[src/rtl/dau_sym_to_ascii_tx_pkg.sv]
// Shared DAU symbol codes, ASCII constants and the symbol-to-ASCII mapping
// for the terminal return path.
package dau_sym_to_ascii_tx_pkg;

  localparam int DAU_SYM_WIDTH = 5;

  localparam logic [DAU_SYM_WIDTH-1:0] DAU_SYM_SPACE   = 5'h02;
  localparam logic [DAU_SYM_WIDTH-1:0] DAU_SYM_R       = 5'h07;
  localparam logic [DAU_SYM_WIDTH-1:0] DAU_SYM_ENTER   = 5'h0D;
  localparam logic [DAU_SYM_WIDTH-1:0] DAU_SYM_DIG0    = 5'h10;
  localparam logic [DAU_SYM_WIDTH-1:0] DAU_SYM_DIG9    = 5'h19;
  localparam logic [DAU_SYM_WIDTH-1:0] DAU_SYM_MUL     = 5'h1A;
  localparam logic [DAU_SYM_WIDTH-1:0] DAU_SYM_PLUS    = 5'h1B;
  localparam logic [DAU_SYM_WIDTH-1:0] DAU_SYM_COMMA   = 5'h1C;
  localparam logic [DAU_SYM_WIDTH-1:0] DAU_SYM_MINUS   = 5'h1D;
  localparam logic [DAU_SYM_WIDTH-1:0] DAU_SYM_DIV     = 5'h1E;
  localparam logic [DAU_SYM_WIDTH-1:0] DAU_SYM_INVALID = 5'h1F;

  localparam logic [7:0] ASCII_CR    = 8'h0D;
  localparam logic [7:0] ASCII_LF    = 8'h0A;
  localparam logic [7:0] ASCII_QMARK = 8'h3F;

  typedef enum logic [1:0] {ST_IDLE, ST_SEND, ST_SEND_LF} tx_state_e;

  typedef struct packed {
    logic       is_valid;
    logic [7:0] chr;
  } sym_map_t;

  // Unmapped codes report is_valid = 0 and carry '?' so the caller can emit it as-is.
  function automatic sym_map_t sym_to_ascii(input logic [DAU_SYM_WIDTH-1:0] sym);
    sym_map_t m;
    m.is_valid = 1'b1;
    m.chr      = ASCII_QMARK;
    if (sym >= DAU_SYM_DIG0 && sym <= DAU_SYM_DIG9) begin
      m.chr = {4'h3, sym[3:0]};
    end else begin
      case (sym)
        DAU_SYM_ENTER: m.chr = ASCII_CR;
        DAU_SYM_SPACE: m.chr = 8'h20;
        DAU_SYM_R:     m.chr = 8'h72;
        DAU_SYM_MUL:   m.chr = 8'h2A;
        DAU_SYM_PLUS:  m.chr = 8'h2B;
        DAU_SYM_COMMA: m.chr = 8'h2C;
        DAU_SYM_MINUS: m.chr = 8'h2D;
        DAU_SYM_DIV:   m.chr = 8'h2F;
        default:       m.is_valid = 1'b0;
      endcase
    end
    return m;
  endfunction

endpackage

[src/rtl/dau_sym_to_ascii_char.sv]
// Combinational DAU symbol to ASCII byte lookup.
module dau_sym_to_ascii_char
  import dau_sym_to_ascii_tx_pkg::*;
(
  input  logic [DAU_SYM_WIDTH-1:0] sym_i,
  output logic                     valid_o,
  output logic [7:0]               char_o
);

  sym_map_t map;

  assign map     = sym_to_ascii(sym_i);
  assign valid_o = map.is_valid;
  assign char_o  = map.chr;

endmodule

[src/rtl/dau_sym_to_ascii_tx.sv]
// Symbol FIFO plus output FSM turning DAU symbols into ASCII bytes for the UART;
// ENTER expands to CR, LF.
module dau_sym_to_ascii_tx
  import dau_sym_to_ascii_tx_pkg::*;
#(
  parameter int FIFO_DEPTH   = 8,
  parameter bit DROP_INVALID = 1'b0
) (
  input  logic                     i_clk,
  input  logic                     i_rst,
  input  logic [DAU_SYM_WIDTH-1:0] i_sym,
  input  logic                     i_sym_valid,
  output logic                     o_sym_ready,
  output logic [7:0]               o_char,
  output logic                     o_char_valid,
  input  logic                     i_char_ready,
  output logic                     o_busy
);

  localparam int          AW       = (FIFO_DEPTH > 1) ? $clog2(FIFO_DEPTH) : 1;
  localparam logic [AW:0] FULL_CNT = (AW + 1)'(FIFO_DEPTH);

  logic [DAU_SYM_WIDTH-1:0] mem_q [FIFO_DEPTH];
  logic [AW-1:0]            wr_ptr_q, rd_ptr_q;
  logic [AW:0]              count_q, count_d;
  logic                     push, pop, fifo_empty;

  tx_state_e                state_q, state_d;
  logic [7:0]               char_q, char_d;
  logic                     valid_q, valid_d;
  logic                     enter_q, enter_d;
  logic                     load_next;

  logic [DAU_SYM_WIDTH-1:0] head;
  logic                     head_valid;
  logic [7:0]               head_char;

  assign head        = mem_q[rd_ptr_q];
  assign fifo_empty  = (count_q == '0);
  assign o_sym_ready = (count_q != FULL_CNT);
  assign push        = i_sym_valid && o_sym_ready;

  dau_sym_to_ascii_char u_char (
    .sym_i   (head),
    .valid_o (head_valid),
    .char_o  (head_char)
  );

  always_comb begin
    state_d   = state_q;
    char_d    = char_q;
    valid_d   = valid_q;
    enter_d   = enter_q;
    pop       = 1'b0;
    load_next = 1'b0;
    case (state_q)
      ST_IDLE: load_next = 1'b1;
      ST_SEND: begin
        if (i_char_ready) begin
          if (enter_q) begin
            char_d  = ASCII_LF;
            enter_d = 1'b0;
            state_d = ST_SEND_LF;
          end else begin
            load_next = 1'b1;
          end
        end
      end
      ST_SEND_LF: load_next = i_char_ready;
      default: state_d = ST_IDLE;
    endcase
    // A dropped invalid symbol is popped but leaves the FSM idle for one cycle.
    if (load_next) begin
      state_d = ST_IDLE;
      valid_d = 1'b0;
      enter_d = 1'b0;
      if (!fifo_empty) begin
        pop = 1'b1;
        if (head_valid || !DROP_INVALID) begin
          char_d  = head_char;
          valid_d = 1'b1;
          enter_d = (head == DAU_SYM_ENTER);
          state_d = ST_SEND;
        end
      end
    end
  end

  always_comb begin
    count_d = count_q;
    case ({push, pop})
      2'b10:   count_d = count_q + 1'b1;
      2'b01:   count_d = count_q - 1'b1;
      default: count_d = count_q;
    endcase
  end

  always_ff @(posedge i_clk) begin
    if (push) mem_q[wr_ptr_q] <= i_sym;
  end

  always_ff @(posedge i_clk or posedge i_rst) begin
    if (i_rst) begin
      wr_ptr_q <= '0;
      rd_ptr_q <= '0;
      count_q  <= '0;
      state_q  <= ST_IDLE;
      char_q   <= 8'h00;
      valid_q  <= 1'b0;
      enter_q  <= 1'b0;
    end else begin
      if (push) wr_ptr_q <= wr_ptr_q + AW'(1);
      if (pop)  rd_ptr_q <= rd_ptr_q + AW'(1);
      count_q <= count_d;
      state_q <= state_d;
      char_q  <= char_d;
      valid_q <= valid_d;
      enter_q <= enter_d;
    end
  end

  assign o_char       = char_q;
  assign o_char_valid = valid_q;
  assign o_busy       = !fifo_empty || valid_q;

endmodule

[config.mk]
export PLATFORM = sky130hd
export DESIGN_NAME = dau_sym_to_ascii_tx
export DESIGN_NICKNAME = d
export VERILOG_FILES = /design/src/rtl/dau_sym_to_ascii_tx_pkg.sv /design/src/rtl/dau_sym_to_ascii_char.sv /design/src/rtl/dau_sym_to_ascii_tx.sv
export SDC_FILE = /design/constraint.sdc
export NUM_CORES = 1
export LEC_CHECK = 0
export BUFFER_PORTS_ARGS = -buffer_cell sky130_fd_sc_hd__buf_2
export CORE_MARGIN = 5
export CORE_UTILIZATION = 45
export DETAILED_ROUTE_END_ITERATION = 16
export RECOVER_POWER = 50
export REMOVE_ABC_BUFFERS = 1
export SYNTH_ARGS = -nofsm -noshare
export SYNTH_HDL_FRONTEND = slang
export SYNTH_SLANG_ARGS = --single-unit
[constraint.sdc]
create_clock -name i_clk -period 2.55 [get_ports i_clk]
set_clock_uncertainty 0.2 [all_clocks]
set_input_delay 0.255 -clock i_clk [delete_from_list [all_inputs] [get_ports i_clk]]
set_output_delay 0.255 -clock i_clk [all_outputs]
set_load 0.02 [all_outputs]
==> results.txt <==
status = finished, final reports clean
PD cells = 1280 nW/um^2
vias per cell = 5.435
die area = 7881 sq um
Critical Path Fanout Max = 7
Synth top area share = 0.4301
routed wl met3 = 194 um
Synth area leaders = edfxtp_1 43%, dfrtp_1 20%, mux4_1 8.5%
detailed placement HPWL = 4117 um
Netlist cell types = 37
Yosys top cell by area = edfxtp_1
post-synthesis xor/xnor area fraction = 0.03136
via count = 1723
root buf cell = clkbuf_8
area delta synth->final = 17.29%
placed instance area = 3072 sq um
RSZ-0062 raised after global routing = false
final instance area = 3276 sq um
Synth Flop Type = edfxtp_1
Post-synth EDFFs = 40
total CTS buffers = 9
DRT met1 WL = 2600 um
fin crit share = 0.9490
grt ovf = 0
Lkg Pwr = 1.256 nW
post-DR wirelength/cell = 17.52 um
Hold Path Class = primary input to flip-flop
Seq/Total Area, Yosys = 0.6272
Max transition margin = 0.3993
Reg clk slew, reported paths = 0.07 ns
Sw Ratio = 0.3700
Avg Cell Area, Syn = 14.40 sq um
Worst Tran Pin Value = 0.9001 ns
# IOs = 20
Antenna Nets Post-Route = 0
RD Place Congestion = 0.7693
largest net degree at the start of global routing = 23
Ant. Diodes = 0
maximum vdd drop = 0.0005904 V
Syn Inst Count = 194
CTS H-Tree Depth = 3
adder-cell area share of the yosys netlist = 0.02240
MaxCap Viol Count = 0
fin. max-slew vios = 0
top-count cell post-synth = edfxtp_1
clock tree sinks = 62
Total GRT Usage = 0.1558
Skew-Pair Late Insertion Delay = 0.32 ns
endpoints failing setup = 0
CTS tree = done
multiplexer share of the synthesized area = 0.1331
final worst path period need = 2.420 ns
CORE AREA = 5991 sq um
simple-gate share of the synthesized area = 0.1169
first-pass GRT wire length = 9018 um
compound-gate portion of the synthesized area = 0.05421
logic gate share of total power = 0.434
main combinational cell family by area after synthesis = multiplexers
number of global-route vias before repair = 1793
Layout Utilization = 0.5468
DR iter-0 viols = 75
ys async rst share = 0.3548
# rows = 28
CTS Buffer Depth = 2
Final Hold Viols = 0
met2 wire length = 2675 um
Syn. warnings = 0
share of cells above drive strength 1 = 0.1860
CP top delay family = multiplexers
height of the die = 88.78 um
Critical path buffers and inverters = 1
DR DRC count = 0
cell area after synthesis = 2793 sq um
I/O Buffers = 19
width of the die = 88.78 um
1st-pass router iterations = 4
flops & latches, synth = 62
P_sw = 1.551 mW
Seq pwr share = 0.369
Crit path largest cell delay = 0.56 ns
critical path class = flip-flop to flip-flop
Pint = 2.641 mW
antenna violations before repair = 0
Initial Utilization = 0.4662
Critical Path, Cell by Cell = buf_4 > mux4_1 > mux2_2 > or3_1 > a31o_1
Commonest cells post-synth = 40 x edfxtp_1, 22 x dfrtp_1, 18 x nand2_1
critical path data arrival time = 2.43 ns
CP endpoint kind = flip-flop
required time of the worst setup path = 2.56 ns
CP startpoint kind = flip-flop
slowest CP cell = mux4_1
Clk network pwr share = 0.196
highest routed layer = met4
fmax = 413.2 MHz
Net count, final = 251
drt total wl = 5554 um
[power by group through the flow]
stage | logic [mW] | clock network [mW] | registers, mW
after floorplan | 1.17 | 0 | 1.63
after global placement | 1.75 | 0 | 1.54
after detailed placement | 1.83 | 0 | 1.57
after CTS | 1.84 | 0.838 | 1.55
after global routing | 1.99 | 0.889 | 1.59
final | 1.82 | 0.823 | 1.55
[placed cells by master (no fill, tap or decap), drive strengths merged, types with 7 or more instances in the layout]
cell     n
mux4    10
edfxtp  40
nor3     8
nand2   18
nand2b   8
clkbuf  25
buf     19
nor2    11
a21oi    8
mux2     7
dfrtp   22
[through the flow]
stage                     instances  hold WS (ns)  setup TNS (ns)  power, mW  setup slack [ns]
after CTS                       317      0.004409               0      4.223           0.07711
final                           317       0.02069               0      4.193            0.1301
after floorplan                 188       0.04423        -0.02591      2.797          -0.02591
after detailed placement        298        0.2820               0      3.394           0.09702
after global routing            317       0.03942               0      4.472          0.009916
after global placement          298        0.2629               0      3.289            0.1447
[worst paths after layout]
path	startpoint	to	slack (ns)	cells after the start
setup / recovery	rd_ptr_q[0]	o_char[2]	0.13	5
hold / removal	i_sym_valid	wr_ptr_q[2]	0.02	3
setup reg to reg	rd_ptr_q[0]	o_char[2]	0.13	5
hold reg to reg	o_char[5]	o_char[5]	0.31	2
max in group asynchronous	i_rst	o_char[1]	1.13	3
min in group asynchronous	i_rst	count_q[2]	0.47	3
[sequential cells by signal, summed over array words and instances, names as in the netlist]
| name | cells |
|---|---|
| o_char | 8 |
| enter_q | 1 |
| count_q | 4 |
| wr_ptr_q | 3 |
| state_q | 2 |
| mem_q | 40 |
| rd_ptr_q | 3 |
| o_char_valid | 1 |
[metal layers]
layer / GRT usage / vias to the layer above
met4: 0.05769 / 0
met3: 0.04469 / 9
met2: 0.2497 / 32
met1: 0.2016 / 863
met5: 0 / -
li1: - / 819
[logic make-up after synthesis]
kind of cell / after synthesis
XOR/XNOR: 10
AND/OR/NAND/NOR: 64
multiplexers: 20
AO/OA/AOI/OAI: 24
adder cells (fa/ha/maj): 5
flip-flops: 62
buffers and inverters: 9
[area by class of cell]
type | count | area (sq um)
Fill cell | 501 | 2715
Clock inverter | 7 | 63.81
Clock buffer | 9 | 123.9
Inverter | 3 | 11.26
Tap cell | 75 | 93.84
Timing Repair Buffer | 38 | 220.2
Sequential cell | 62 | 1752
Multi-Input combinational cell | 123 | 1011
[worst register-to-register path: cells and delay by family, from the launching register on]
family | cells | cell delay (ns)
and+or+nand+nor | 1 | 0.38
AOI/OAI and AO/OA | 1 | 0.21
buffers and inverters | 1 | 0.20
DFF | 1 | 0.42
muxes | 2 | 0.90
[what timing repair did]
item | in CTS | in global routing
setup endpoints to repair | 0 | 3
buffers inserted | 0 | 0
hold buffers | 3 | 0
hold endpoints to repair | 30 | 0
gates resized for setup | 0 | 2
(Power assumes the default switching activity.)
